===== config.mk =====
export PLATFORM = sky130hd
export DESIGN_NAME = key_conditioner
export DESIGN_NICKNAME = d
export VERILOG_FILES = /design/src/rtl/key_pkg.sv /design/src/rtl/key_debounce.sv /design/src/rtl/key_conditioner.sv
export SDC_FILE = /design/constraint.sdc
export NUM_CORES = 1
export LEC_CHECK = 0
export ABC_AREA = 1
export BUFFER_PORTS_ARGS = -buffer_cell sky130_fd_sc_hd__buf_4
export CELL_PAD_IN_SITES_DETAIL_PLACEMENT = 0
export CELL_PAD_IN_SITES_GLOBAL_PLACEMENT = 1
export CORE_MARGIN = 4
export CORE_UTILIZATION = 42
export DETAILED_ROUTE_END_ITERATION = 6
export PLACE_DENSITY_LB_ADDON = 0.1
export SLEW_MARGIN = 20
export SYNTH_ARGS = -nofsm -noshare
export SYNTH_HDL_FRONTEND = slang
export SYNTH_SLANG_ARGS = --single-unit

===== constraint.sdc =====
create_clock -name clk -period 6 [get_ports clk]
set_input_delay 0.6 -clock clk [delete_from_list [all_inputs] [get_ports clk]]
set_output_delay 0.6 -clock clk [all_outputs]
set_load 0.01 [all_outputs]

===== src/rtl/key_pkg.sv =====
`default_nettype none
// key_pkg: direction codes, per-key FSM state type and the pending-flag priority helper.
package key_pkg;

  localparam int NUM_KEYS = 4;

  localparam logic [1:0] DIR_LEFT  = 2'd0;
  localparam logic [1:0] DIR_RIGHT = 2'd1;
  localparam logic [1:0] DIR_UP    = 2'd2;
  localparam logic [1:0] DIR_DOWN  = 2'd3;

  typedef enum logic [1:0] {
    ST_IDLE   = 2'd0,
    ST_HELD   = 2'd1,
    ST_REPEAT = 2'd2
  } key_state_t;

  // Lowest set bit wins, which gives left > right > up > down.
  function automatic logic [1:0] prio_dir(input logic [NUM_KEYS-1:0] pend);
    prio_dir = DIR_DOWN;
    for (int i = NUM_KEYS - 1; i >= 0; i--) begin
      if (pend[i]) prio_dir = 2'(i);
    end
  endfunction

endpackage
`default_nettype wire


===== src/rtl/key_debounce.sv =====
`default_nettype none
// key_debounce: 2-flop synchronizer and stability counter for one active-low push-button.
module key_debounce #(
  parameter int DEBOUNCE_CYCLES = 500000
) (
  input  logic clk,
  input  logic reset,
  input  logic i_key_n,
  output logic o_level
);

  localparam int CW = (DEBOUNCE_CYCLES > 1) ? $clog2(DEBOUNCE_CYCLES) : 1;
  localparam logic [CW-1:0] CNT_LAST = CW'(DEBOUNCE_CYCLES - 1);

  logic          r_meta;
  logic          r_sync;
  logic          r_level;
  logic [CW-1:0] r_cnt;

  // Inverted ahead of the synchronizer so a cleared flop means "released".
  always_ff @(posedge clk or posedge reset) begin
    if (reset) begin
      r_meta  <= 1'b0;
      r_sync  <= 1'b0;
      r_level <= 1'b0;
      r_cnt   <= '0;
    end else begin
      r_meta <= ~i_key_n;
      r_sync <= r_meta;
      // The counter measures how long the synchronized level has disagreed with the accepted level.
      if (r_sync == r_level) begin
        r_cnt <= '0;
      end else if (r_cnt == CNT_LAST) begin
        r_level <= r_sync;
        r_cnt   <= '0;
      end else begin
        r_cnt <= r_cnt + CW'(1);
      end
    end
  end

  assign o_level = r_level;

endmodule
`default_nettype wire


===== src/rtl/key_conditioner.sv =====
`default_nettype none
// key_conditioner: debounces four direction keys, generates press/auto-repeat events and
// queues them as single-entry pending flags behind a valid/ready move interface.
module key_conditioner
  import key_pkg::*;
#(
  parameter int DEBOUNCE_CYCLES     = 500000,
  parameter int REPEAT_DELAY_CYCLES = 25000000,
  parameter int REPEAT_RATE_CYCLES  = 5000000
) (
  input  logic       clk,
  input  logic       reset,
  input  logic [3:0] i_key_n,
  output logic [3:0] o_key_level,
  output logic       o_move_valid,
  output logic [1:0] o_move_dir,
  input  logic       i_move_ready,
  output logic       o_event_dropped
);

  localparam int RPT_MAX = (REPEAT_DELAY_CYCLES > REPEAT_RATE_CYCLES) ?
                           REPEAT_DELAY_CYCLES : REPEAT_RATE_CYCLES;
  localparam int RW = $clog2(RPT_MAX + 1);
  localparam logic [RW-1:0] DELAY_LAST = RW'(REPEAT_DELAY_CYCLES - 1);
  localparam logic [RW-1:0] RATE_LAST  = RW'(REPEAT_RATE_CYCLES - 1);

  logic [NUM_KEYS-1:0] w_level;
  logic [NUM_KEYS-1:0] w_event;

  for (genvar k = 0; k < NUM_KEYS; k++) begin : g_key
    key_state_t    r_state;
    key_state_t    w_state_next;
    logic [RW-1:0] r_rcnt;
    logic [RW-1:0] w_rcnt_next;
    logic          w_evt;

    key_debounce #(
      .DEBOUNCE_CYCLES(DEBOUNCE_CYCLES)
    ) u_debounce (
      .clk    (clk),
      .reset  (reset),
      .i_key_n(i_key_n[k]),
      .o_level(w_level[k])
    );

    always_ff @(posedge clk or posedge reset) begin
      if (reset) begin
        r_state <= ST_IDLE;
        r_rcnt  <= '0;
      end else begin
        r_state <= w_state_next;
        r_rcnt  <= w_rcnt_next;
      end
    end

    // A release always wins over a repeat that would fall due in the same cycle.
    always_comb begin
      w_state_next = r_state;
      w_rcnt_next  = r_rcnt;
      case (r_state)
        ST_IDLE: begin
          if (w_level[k]) begin
            w_state_next = ST_HELD;
            w_rcnt_next  = '0;
          end
        end
        ST_HELD: begin
          if (!w_level[k]) begin
            w_state_next = ST_IDLE;
            w_rcnt_next  = '0;
          end else if (r_rcnt == DELAY_LAST) begin
            w_state_next = ST_REPEAT;
            w_rcnt_next  = '0;
          end else if (r_rcnt < DELAY_LAST) begin
            w_rcnt_next = r_rcnt + RW'(1);
          end
        end
        ST_REPEAT: begin
          if (!w_level[k]) begin
            w_state_next = ST_IDLE;
            w_rcnt_next  = '0;
          end else if (r_rcnt == RATE_LAST) begin
            w_rcnt_next = '0;
          end else if (r_rcnt < RATE_LAST) begin
            w_rcnt_next = r_rcnt + RW'(1);
          end
        end
        default: begin
          w_state_next = ST_IDLE;
          w_rcnt_next  = '0;
        end
      endcase
    end

    always_comb begin
      w_evt = 1'b0;
      case (r_state)
        ST_IDLE:   w_evt = w_level[k];
        ST_HELD:   w_evt = w_level[k] && (r_rcnt == DELAY_LAST);
        ST_REPEAT: w_evt = w_level[k] && (r_rcnt == RATE_LAST);
        default:   w_evt = 1'b0;
      endcase
    end

    assign w_event[k] = w_evt;
  end

  logic [NUM_KEYS-1:0] r_pend;
  logic                r_valid;
  logic [1:0]          r_dir;
  logic                w_load;
  logic [1:0]          w_sel;
  logic [NUM_KEYS-1:0] w_clr;
  logic [NUM_KEYS-1:0] w_pend_next;

  // The output slot refills on the same edge it drains; a new event beats its own clear.
  always_comb begin
    w_load          = (!r_valid || i_move_ready) && (|r_pend);
    w_sel           = prio_dir(r_pend);
    w_clr           = w_load ? (NUM_KEYS'(1) << w_sel) : '0;
    w_pend_next     = w_event | (r_pend & ~w_clr);
    o_event_dropped = |(w_event & r_pend & ~w_clr);
  end

  always_ff @(posedge clk or posedge reset) begin
    if (reset) begin
      r_pend  <= '0;
      r_valid <= 1'b0;
      r_dir   <= DIR_LEFT;
    end else begin
      r_pend <= w_pend_next;
      if (w_load) begin
        r_valid <= 1'b1;
        r_dir   <= w_sel;
      end else if (i_move_ready) begin
        r_valid <= 1'b0;
      end
    end
  end

  assign o_key_level  = w_level;
  assign o_move_valid = r_valid;
  assign o_move_dir   = r_dir;

endmodule
`default_nettype wire

==> Yosys cells after proc, flatten, opt, wreduce, memory -nomap -nowiden <==
Index checks and enable logic that the tools add are counted.
{ "totals": {"register_bits": 203, "elab_cells": 201, "inputBits": 7, "output_inout_bits": 8} }
{ "op_classes": {"reduce_logical": 30, "mux": 70, "order_cmp": 8, "bitwise_logic": 13, "n_addsub": 8, "n_eq_ne": 44, "n_shift": 1} }
{ "op_table": {"columns": ["operator", "count"], "rows": [
  ["$mux 25", 28],
  ["$pmux 25 s3", 4],
  ["$mux 19", 8],
  ["$add 25x1->25 const B", 4],
  ["$eq 25x23->1 const B", 4],
  ["$eq 25x25->1 const B", 4],
  ["$lt 25x23->1 const B", 4],
  ["$lt 25x25->1 const B", 4],
  ["$add 19x1->19 const B", 4],
  ["$eq 19x19->1 const B", 4],
  ["$mux 2", 18],
  ["$ne 4x4->1 const B", 8],
  ["$pmux 2 s3", 4],
  ["$reduce_and 3->1", 8],
  ["$and 4x4->4", 3],
  ["$ne 3x3->1 const B", 4],
  ["$pmux 1 s3", 4],
  ["$logic_and 1x1->1", 9],
  ["$eq 2x1->1 const B", 4],
  ["$eq 2x2->1 const B", 4],
  ["$logic_not 2->1", 4],
  ["$ne 2x1->1 const B", 4],
  ["$ne 2x2->1 const B", 4],
  ["$not 1->1", 8],
  ["11 further kinds", 20]
]} }

==> Logic depth before layout (Yosys ltp) <==
Gate-level depths: netlist of the first run.
{ "logic_depth": {"depth_word": 8, "mapped_depth": 14, "mapped_depth_nobuf": 14} }

==> Hierarchy <==
Synthesis of the first run repeated with hierarchy kept, for this count alone.
{ "hier_totals": {"cells_unflattened": 2223, "area_unflattened_um2": 14695.3} }
{ "by_module_without_submodules": {"columns": ["module", "area_each_um2", "n_inst", "cells_per_inst", "seq_area_each_um2"], "rows": [
  ["key_conditioner", 9780.6, 1, 1616, 2877.8],
  ["key_debounce (g_key[0].u_debounce ...)", 1239.9, 3, 152, 550.5],
  ["key_debounce (g_key[3].u_debounce)", 1194.9, 1, 151, 550.5]
]} }

==> Worst setup path after synthesis of the first run <==
Ideal clock, no wire load.
{ "synth_timing": {"kind": "flip-flop to output port", "from": "register g_key[3].r_rcnt[0]", "to": "output o_event_dropped", "setup_slack_ns": 3.970, "path_buffers": 0, "stages_incl_launch_ff": 14, "arrival_time_ns": 1.430, "required_ns": 5.400, "cell_sequence": "dfrtp_1 -> ha_1 -> nand2_1 -> nor2_4 -> nand2_1 -> nor2_1 -> nand2_1 -> nand2_1 -> nand3_1 -> nand2_1 -> nand3_1 -> nand2_1 -> inv_1 -> nand2_1"} }
{ "synth_via": {"elab_chain_cells": 6, "elab_cells_between_ends": 8, "classes_between": "2 x eq/ne; 1 x mux; 2 x bitwise; 3 x reduce/logical"} }
{ "synth_lines": {"columns": ["item", "line", "rtl"], "rows": [
  ["start, declared", "key_conditioner.sv:33", "logic [RW-1:0] r_rcnt;"],
  ["start signal, assigned", "key_conditioner.sv:52", "r_rcnt <= w_rcnt_next;"],
  ["$eq 25x23->1 or $eq 25x25->1 (tied branches)", "key_conditioner.sv:100, key_conditioner.sv:99", null],
  ["$logic_and 1x1->1 (on tied branches)", "key_conditioner.sv:100, key_conditioner.sv:99", null],
  ["$pmux 1 s3 (*)", "key_conditioner.sv:97", "case (r_state)"],
  ["$and 4x4->4 (*) (2 in series)", "key_conditioner.sv:122", "o_event_dropped = |(w_event & r_pend & ~w_clr);"],
  ["$reduce_or 4->1 (*)", "key_conditioner.sv:122", null],
  ["end, declared", "key_conditioner.sv:18", "output logic o_event_dropped"]
]} }
Mark *: on every way between the ends. The rest lies on a longest branch, timed or not.

==> Worst setup path in the final report of the first run <==
{ "layout_timing": {"from": "register g_key[0].r_rcnt[0]", "to": "output o_event_dropped"} }
{ "layout_via": {"elab_chain_cells": 6, "elab_cells_between_ends": 8, "classes_between": "2 x eq/ne; 1 x mux; 2 x bitwise; 3 x reduce/logical"} }
{ "layout_lines": {"columns": ["item", "line"], "rows": [
  ["start, declared", "key_conditioner.sv:33"],
  ["start signal, assigned", "key_conditioner.sv:52"],
  ["$eq 25x23->1 or $eq 25x25->1 (tied branches)", "key_conditioner.sv:100, key_conditioner.sv:99"],
  ["$logic_and 1x1->1 (on tied branches)", "key_conditioner.sv:100, key_conditioner.sv:99"],
  ["$pmux 1 s3 (*)", "key_conditioner.sv:97"],
  ["$and 4x4->4 (*) (2 in series)", "key_conditioner.sv:122"],
  ["$reduce_or 4->1 (*)", "key_conditioner.sv:122"]
]} }
Marks and branches as above.

==> results.py, run 1 <==
metrics = {
    "yosys": {
        "synth_flop_cell": "dfrtp_1",
        "synth-edff-count": 0,
        "ys_seq_area_share_pct": 38.59,
        "ys_types": 48,
        "synth-seq-cells": 203,
        "syn_nets": 1969,
        "synthCells": 1938,
        "synth_warnings": 0,
        "postSynthAreaPerCell_um2": 6.793,
        "synthArstFlopShare_pct": 100.0,
        "syn_area_um2": 13160,
    },
    "floorplan": {
        "rows": 64,
        "initial_core_util_pct": 42.81,
        "fp.dieH_um": 185.0,
        "die-width_um": 185.0,
        "ios": 15,
        "fp.coreArea_um2": 30750,
        "die-area_um2": 34240,
    },
    "placement": {
        "port_buffers": 14,
        "dp_hpwl_um": 21510,
        "place_area_um2": 13530,
        "place.gp.congestion": 0.8728,
    },
    "timing": {
        "final_hold_viol_count": 0,
        "rsz0062_at_grt": "false",
        "setup_viol_count_final": 0,
        "finalClockSkew_ns": 0.01479,
        "tightest_slew_ns": 0.9715,
        "layout_min_cycle_time_ns": 2.965,
        "fmax_mhz": 337.3,
        "fin_setup_tns_ns": 0,
        "slew-limit-headroom_pct": 35.24,
        "min_period_over_period_pct": 49.41,
        "slew_violations": 0,
        "hold_slack_ns": 0.1929,
    },
    "cells_and_area": {
        "final_cell_area_um2": 14320,
        "final_cell_mix": "625 x nand2_1, 293 x nor2_1, 221 x inv_1, 203 x dfrtp_1, 118 x nand3_1",
        "n_antenna_cell": 0,
        "layout-drive-gt1-share_pct": 7.441,
        "area_growth_pct": 8.745,
        "final_common_cell": "nand2_1",
        "final_net_count": 1977,
    },
    "critical_path": {
        "crit_path_start": "g_key[0].r_rcnt[0]",
        "ff2ff_path_depth": 12,
        "crit_path_end_kind": "output pin",
        "reg2reg_slack_ns": 3.56,
        "r2r_start": "g_key[0].r_rcnt[0]",
        "crit_required_ns": 5.40,
        "crit_family": "simple AND/OR/NAND/NOR gates",
        "arrival_ns": 2.36,
        "path_max_fanout": 5,
        "timing.rr.end": "g_key[0].r_rcnt[4]",
        "crit_path_start_kind": "flop",
        "crit_top_cell": "nand2_1",
        "path_buf_inv": 2,
        "slowest_delay_ns": 0.42,
        "cpMaxStageDelayCell": "dfrtp_1",
        "cp_cell_sequence": "ha_1 > nand2_2 > nor2_4 > nand3_1 > nor2_1 > nand2_1 > nand2_1 > nand3_1 > nand2_1 > nand3_1 > nand2_1 > inv_1 > nand2_1 > buf_4",
        "criticalPathCategory": "reg2out",
    },
    "hold_path": {
        "hp-class": "in2async",
    },
    "clock_network": {
        "cts_inserted_buffers": 26,
        "cts_resized": 0,
        "cts_setup_buffers": 0,
        "clock-sinks": 203,
        "hold_buffers": 0,
        "htreeDepth": 1,
        "cts_buffer_depth": 3,
        "clk_pin_slew_ns": 0.06,
        "clk_latency_ns": 0.53,
        "cts_tree": "yes",
        "cts-root-buf": "clkbuf_16",
    },
    "grt": {
        "grt_pass1_wl_um": 54540,
        "grt_max_degree": 175,
        "grt_util_met3_pct": 2.278,
        "grt_pass1_vias": 11230,
        "grt-busiest-layer": "met2",
        "gr-usage-met2_pct": 29.90,
        "grt-ovfl-total": 0,
        "groute.usage.overall_pct": 18.56,
        "use_met1_pct": 27.11,
        "antenna_found_initial": 0,
    },
    "power_and_ir_drop": {
        "peakVddDrop_mv": 0.1800,
        "pwr-share-seq_pct": 47.4,
        "p_per_area_nw_per_um2": 207.7,
        "switchingPower_uw": 680.3,
        "intPower_mw": 2.293,
        "comb_power_share_pct": 3.6,
        "netSwitchingFraction_pct": 22.88,
        "p_clk_share_pct": 48.9,
        "power_leakage_nw": 6.598,
    },
    "drt": {
        "via_count": 11620,
        "drt_first_iter_violations": 748,
        "routed_via_density": 4.929,
        "wire_per_inst_um": 12.94,
        "routed_wl_um": 30520,
        "drc": 0,
        "ant_nets": 0,
        "dr.pass1.iters": 5,
    },
    "run_status": {
        "status": "completed",
    },
    "job": {
        "cap_violations": 0,
    },
}
==> flip-flops by register name, summed over array words and instances, names as in the netlist <==
signal	cells
g_key.u_debounce.r_sync	4
r_pend	4
g_key.r_state	8
o_move_valid	1
o_move_dir	2
g_key.u_debounce.r_cnt	76
g_key.r_rcnt	100
g_key.u_debounce.r_meta	4
g_key.u_debounce.o_level	4
==> cells in the mapped netlist (6+ instances only) <==
cell type | number | area, um^2
nand2_1 | 625 | 2346
nor2_1 | 293 | 1100
inv_1 | 222 | 833.3
dfrtp_1 | 203 | 5080
nand3_1 | 118 | 590.6
a21oi_1 | 64 | 320.3
nor3_1 | 53 | 265.3
o21ai_0 | 45 | 225.2
xor2_1 | 44 | 385.4
nand4_1 | 39 | 244.0
ha_1 | 24 | 300.3
nor2_2 | 22 | 137.6
nand2_2 | 17 | 106.4
o21ai_1 | 16 | 80.08
inv_2 | 15 | 56.30
buf_4 | 13 | 97.59
buf_2 | 12 | 60.06
nor3b_1 | 12 | 90.09
o21ai_2 | 10 | 87.58
or2_2 | 10 | 62.56
xnor2_1 | 9 | 78.83
a211oi_1 | 8 | 60.06
buf_6 | 8 | 90.09
nor4_1 | 7 | 43.79
a31oi_1 | 6 | 37.54
nand3_2 | 6 | 60.06
nand3b_1 | 6 | 45.04
==> cells by family (layout without fill, tap and decap cells) <==
logic type	after synthesis	count (layout)	share of synthesized area, %
DFF	203	203	38.59
xor gates and xnor gates	53	53	3.526
AOI/OAI and AO/OA	160	160	6.815
and+or+nand+nor	1223	1223	39.83
buffers and inverters	272	296	8.706
muxes	3	3	0.2566
adders and majority gates	24	24	2.281
==> per-layer routing <==
metal / vias to the layer above / part of all wire, %
met3: 40 / 3.0
met2: 141 / 45
met1: 5298 / 50
met5: - / 0
li1: 6144 / -
met4: 0 / 2.0
==> worst register-to-register path, delay by kind of cell (launching register included) <==
| family | cells | cell delay [ns] |
|---|---|---|
| DFF | 1 | 0.42 |
| AOI/OAI and AO/OA | 1 | 0.07 |
| adders and majority gates | 1 | 0.21 |
| and+or+nand+nor | 10 | 1.60 |
==> how the worst max path moves through the flow <==
stage | depth (start not counted) | end | slack, ns
after floorplan | 1 | g_key[0].r_rcnt[0] | 2.77
after global placement | 13 | g_key[0].r_rcnt[18] | 3.57
after detailed placement | 13 | g_key[0].r_rcnt[18] | 3.54
after CTS | 14 | o_event_dropped | 2.96
after global routing | 14 | o_event_dropped | 2.79
final | 14 | o_event_dropped | 3.04
==> power by group through the flow <==
stage	registers [mW]	logic (mW)	clock network (mW)
6_report	1.41	0.107	1.46
3_5_place_dp	1.43	0.113	0
5_1_grt	1.41	0.128	1.57
3_3_place_gp	1.43	0.112	0
2_1_floorplan	1.43	0.0665	0
4_1_cts	1.41	0.113	1.51
==> metrics by stage <==
step	total power, mW	setup WS (ns)	cells	util [%]
floorplan	1.499	2.770	1938	-
global placement	1.547	3.568	2314	44.01
detailed placement	1.548	3.541	2314	44.01
CTS	3.036	2.960	2358	46.55
global route	3.112	2.786	2358	46.55
finish	2.973	3.035	2358	46.55
==> area by class of cell <==
type / count / area, um^2
sequential: 203 / 5080
multi-input combinational: 1463 / 6938
inverter: 237 / 893.4
timing repair buffer: 15 / 125.1
clock buffer: 41 / 768.2
fill: 3247 / 16430
tap: 396 / 495.5
clock inverter: 3 / 15.01
Power figures use the tool's default switching activity.
==> run 2: changes to the inputs <==
ABC_AREA = 0   (was 1)
CORE_UTILIZATION = 49   (was 42)
clock period = 2.9 ns   (was 6 ns; I/O delays follow)
==> run 2 against run 1 <==
The flow now finishes with violations (setup timing). Sequential power grew 100%. Critical endpoint unchanged. Hold slack lost 0.0084 ns. Largest power group unchanged. Total power grew 110%. Die area shrank 24%. Utilization grew 11 points.
==> results.py, run 2 <==
metrics = {
    "yosys": {
        "synth-seq-cells": 203,
        "synth_common_cells": "203 x dfrtp_1, 165 x nor2_1, 108 x nand2_1",
        "synthTopCellsByArea": "dfrtp_1 44%, nor2_1 5.4%, nand2_1 3.5%, nand3_1 3.4%, o31ai_1 3.2%",
        "synthArstFlopShare_pct": 100.0,
        "ys_seq_area_share_pct": 43.88,
        "synth_warnings": 0,
        "synth-edff-count": 0,
        "syn_nets": 1350,
        "synth_flop_cell": "dfrtp_1",
        "ys_types": 75,
        "synthCells": 1319,
        "postSynthAreaPerCell_um2": 8.776,
        "synth.most_common_cell": "dfrtp_1",
        "syn_area_um2": 11580,
        "yosysTopAreaCell": "dfrtp_1",
        "synth_top_cell_area_share_pct": 43.88,
    },
    "cells_and_area": {
        "reg.largest.list": "g_key.r_rcnt: 100 flops, g_key.u_debounce.r_cnt: 76 flops, g_key.r_state: 8 flops",
        "final_common_cell": "dfrtp_1",
        "layout.cells.non_filler": 1683,
        "area_growth_pct": 14.05,
        "regMostFlops": "g_key.r_rcnt",
        "ff_latch_area_um2": 5080,
        "final_cell_area_um2": 13200,
        "final_cell_mix": "203 x dfrtp_1, 164 x nor2_1, 108 x nand2_1, 78 x nand3_1, 70 x o21ai_0",
        "multi_input_area_um2": 6128,
        "final_net_count": 1383,
        "layout-drive-gt1-share_pct": 11.31,
        "fillers": 2102,
        "largest_reg_flops": 100,
        "fin_util_pct": 57.61,
        "n_antenna_cell": 0,
    },
    "critical_path": {
        "crit_required_ns": 2.61,
        "r2r_start": "g_key[3].r_rcnt[18]",
        "timing.rr.end": "g_key[3].r_rcnt[9]",
        "path_max_fanout": 2,
        "crit_path_end_kind": "output pin",
        "crit_family": "simple AND/OR/NAND/NOR gates",
        "crit_path_start": "g_key[3].r_rcnt[17]",
        "criticalPathCategory": "reg2out",
        "cpMaxStageDelayCell": "or4_4",
        "path_buf_inv": 1,
        "reg2reg_slack_ns": 0.17,
        "path_depth": 8,
        "ff2ff_path_depth": 8,
        "slowest_delay_ns": 0.45,
        "crit_end": "o_event_dropped",
        "arrival_ns": 2.84,
        "crit_path_start_kind": "flop",
        "cp_cell_sequence": "or3_4 > or4_4 > o32ai_4 > a21oi_2 > nor3b_2 > a41oi_1 > o211ai_1 > buf_4",
    },
    "drt": {
        "ant_nets": 0,
        "dr.pass1.iters": 5,
        "drc": 0,
        "drt_first_iter_violations": 663,
        "wire_per_inst_um": 15.46,
        "routed_wl_um": 26020,
        "via_count": 9706,
        "routed_via_density": 5.767,
    },
    "placement": {
        "dp_hpwl_um": 17500,
        "place_area_um2": 12210,
        "port_buffers": 14,
        "place.gp.congestion": 0.8630,
        "dp_slack_ns": 0.08278,
        "dp.cells": 1632,
    },
    "timing": {
        "slew_violations": 0,
        "layout_min_cycle_time_ns": 3.129,
        "rsz0062_at_grt": "true",
        "layout_setup_ws_ns": -0.2294,
        "min_period_over_period_pct": 107.9,
        "slew-limit-headroom_pct": 65.54,
        "fmax_mhz": 319.6,
        "final_hold_viol_count": 0,
        "finalClockSkew_ns": 0.008640,
        "setup_viol_count_final": 1,
        "tightest_slew_ns": 0.5129,
    },
    "floorplan": {
        "ios": 15,
        "initial_core_util_pct": 50.52,
        "die-width_um": 161.7,
        "fp.dieH_um": 161.7,
        "fp.coreArea_um2": 22920,
        "rows": 55,
        "die-area_um2": 26150,
    },
    "clock_network": {
        "htreeDepth": 1,
        "clock-sinks": 203,
        "cts_tree": "yes",
        "cts-root-buf": "clkbuf_16",
        "cts_inserted_buffers": 24,
        "clk_pin_slew_ns": 0.06,
        "clk_latency_ns": 0.52,
        "cts_buffer_depth": 3,
    },
    "power_and_ir_drop": {
        "p_per_area_nw_per_um2": 466.5,
        "power_mw": 6.160,
        "power_leakage_nw": 5.462,
        "peakVddDrop_mv": 0.3878,
    },
    "grt": {
        "groute.usage.overall_pct": 20.16,
        "grt_pass1_wl_um": 45870,
        "grt_max_degree": 61,
        "grt-ovfl-total": 0,
        "antenna_found_initial": 0,
        "grt_pass1_vias": 9344,
    },
    "job": {
        "cap_violations": 0,
    },
    "run_status": {
        "violations": "setup timing",
        "status": "finished with violations",
    },
    "hold_path": {
        "hp-class": "in2reg",
    },
}
-- run 2: cell count changes in the layout (fill, tap and decap cells not counted), sizes merged, moves of 22 or more --
cell    change
inv       -197
nor3       -37
nor2b      +22
buf        +56
o21ai      +68
nand2b     +23
nor2      -155
nand3      -43
a21oi      -28
o31ai      +53
nand2     -535
-- run 2: metal layers --
metal	wire length, um	up-vias	GRT usage (%)
li1	-	4858	-
met4	461	0	3.845
met2	11450	173	31.35
met3	1107	34	2.918
met1	13000	4641	30.44
met5	0	-	0
-- run 2: final cells by class --
cell class | count | area share [%]
clock inverter | 13 | 1.137
tap | 313 | 2.966
timing repair buffer | 76 | 4.701
sequential | 203 | 38.48
inverter | 40 | 1.166
clock buffer | 31 | 5.136
multi-input combinational | 1007 | 46.42
-- run 2: report_power, final --
part / internal [mW] / switching [mW] / total [mW] / leakage [nW]
Sequential: 2.86 / 0.0233 / 2.88 / 2.80
Combinational: 0.0497 / 0.101 / 0.150 / 2.25
Clock: 1.92 / 1.21 / 3.13 / 0.411
Total: 4.83 / 1.33 / 6.16 / 5.46
-- run 2: worst min path at each step --
stage                          startpoint                          to  slack [ns]  depth (start not counted)
2_1_floorplan  g_key[0].u_debounce.r_meta  g_key[0].u_debounce.r_sync        0.33                          0
3_3_place_gp                        reset          g_key[0].r_rcnt[2]        0.26                          2
3_5_place_dp                        reset          g_key[0].r_rcnt[2]        0.26                          2
4_1_cts                      i_move_ready                   r_pend[0]        0.16                          4
5_1_grt                      i_move_ready               o_move_dir[1]        0.20                          3
6_report                     i_move_ready                   r_pend[0]        0.18                          4
-- run 2: cells by family after synthesis --
| logic type | after synthesis | synth area share (%) |
|---|---|---|
| mux | 3 | 0.2810 |
| flops | 203 | 43.88 |
| buf+inv | 109 | 4.064 |
| simple gates | 595 | 26.38 |
| xor+xnor | 65 | 4.918 |
| fa+ha+maj | 24 | 2.594 |
| compound gates | 320 | 17.88 |
-- run 2: metrics by stage --
stage / hold slack, ns / setup TNS (ns)
final: 0.1845 / -0.2294
after global routing: 0.2033 / -0.3903
after floorplan: 0.3312 / -4.120
after detailed placement: 0.2616 / 0
after global placement: 0.2583 / 0
after CTS: 0.1552 / -0.2704
-- run 2: worst reg2reg max path, stage by stage, from the launching register on --
cell,delay [ns]
dfrtp_1,0.44
nand3_2,0.19
or4_4,0.62
o21ba_1,0.25
a32oi_1,0.19
o21ai_1,0.14
or2_4,0.38
buf_4,0.21
o31ai_1,0.22
-- run 2: timing repair --
item                                    CTS  global route
hold endpoints to repair                  9             0
pin swaps                                 7             3
gates resized for setup                   7            10
setup buffers                             2             0
hold buffers                              5             0
endpoints found under the setup margin    1             6
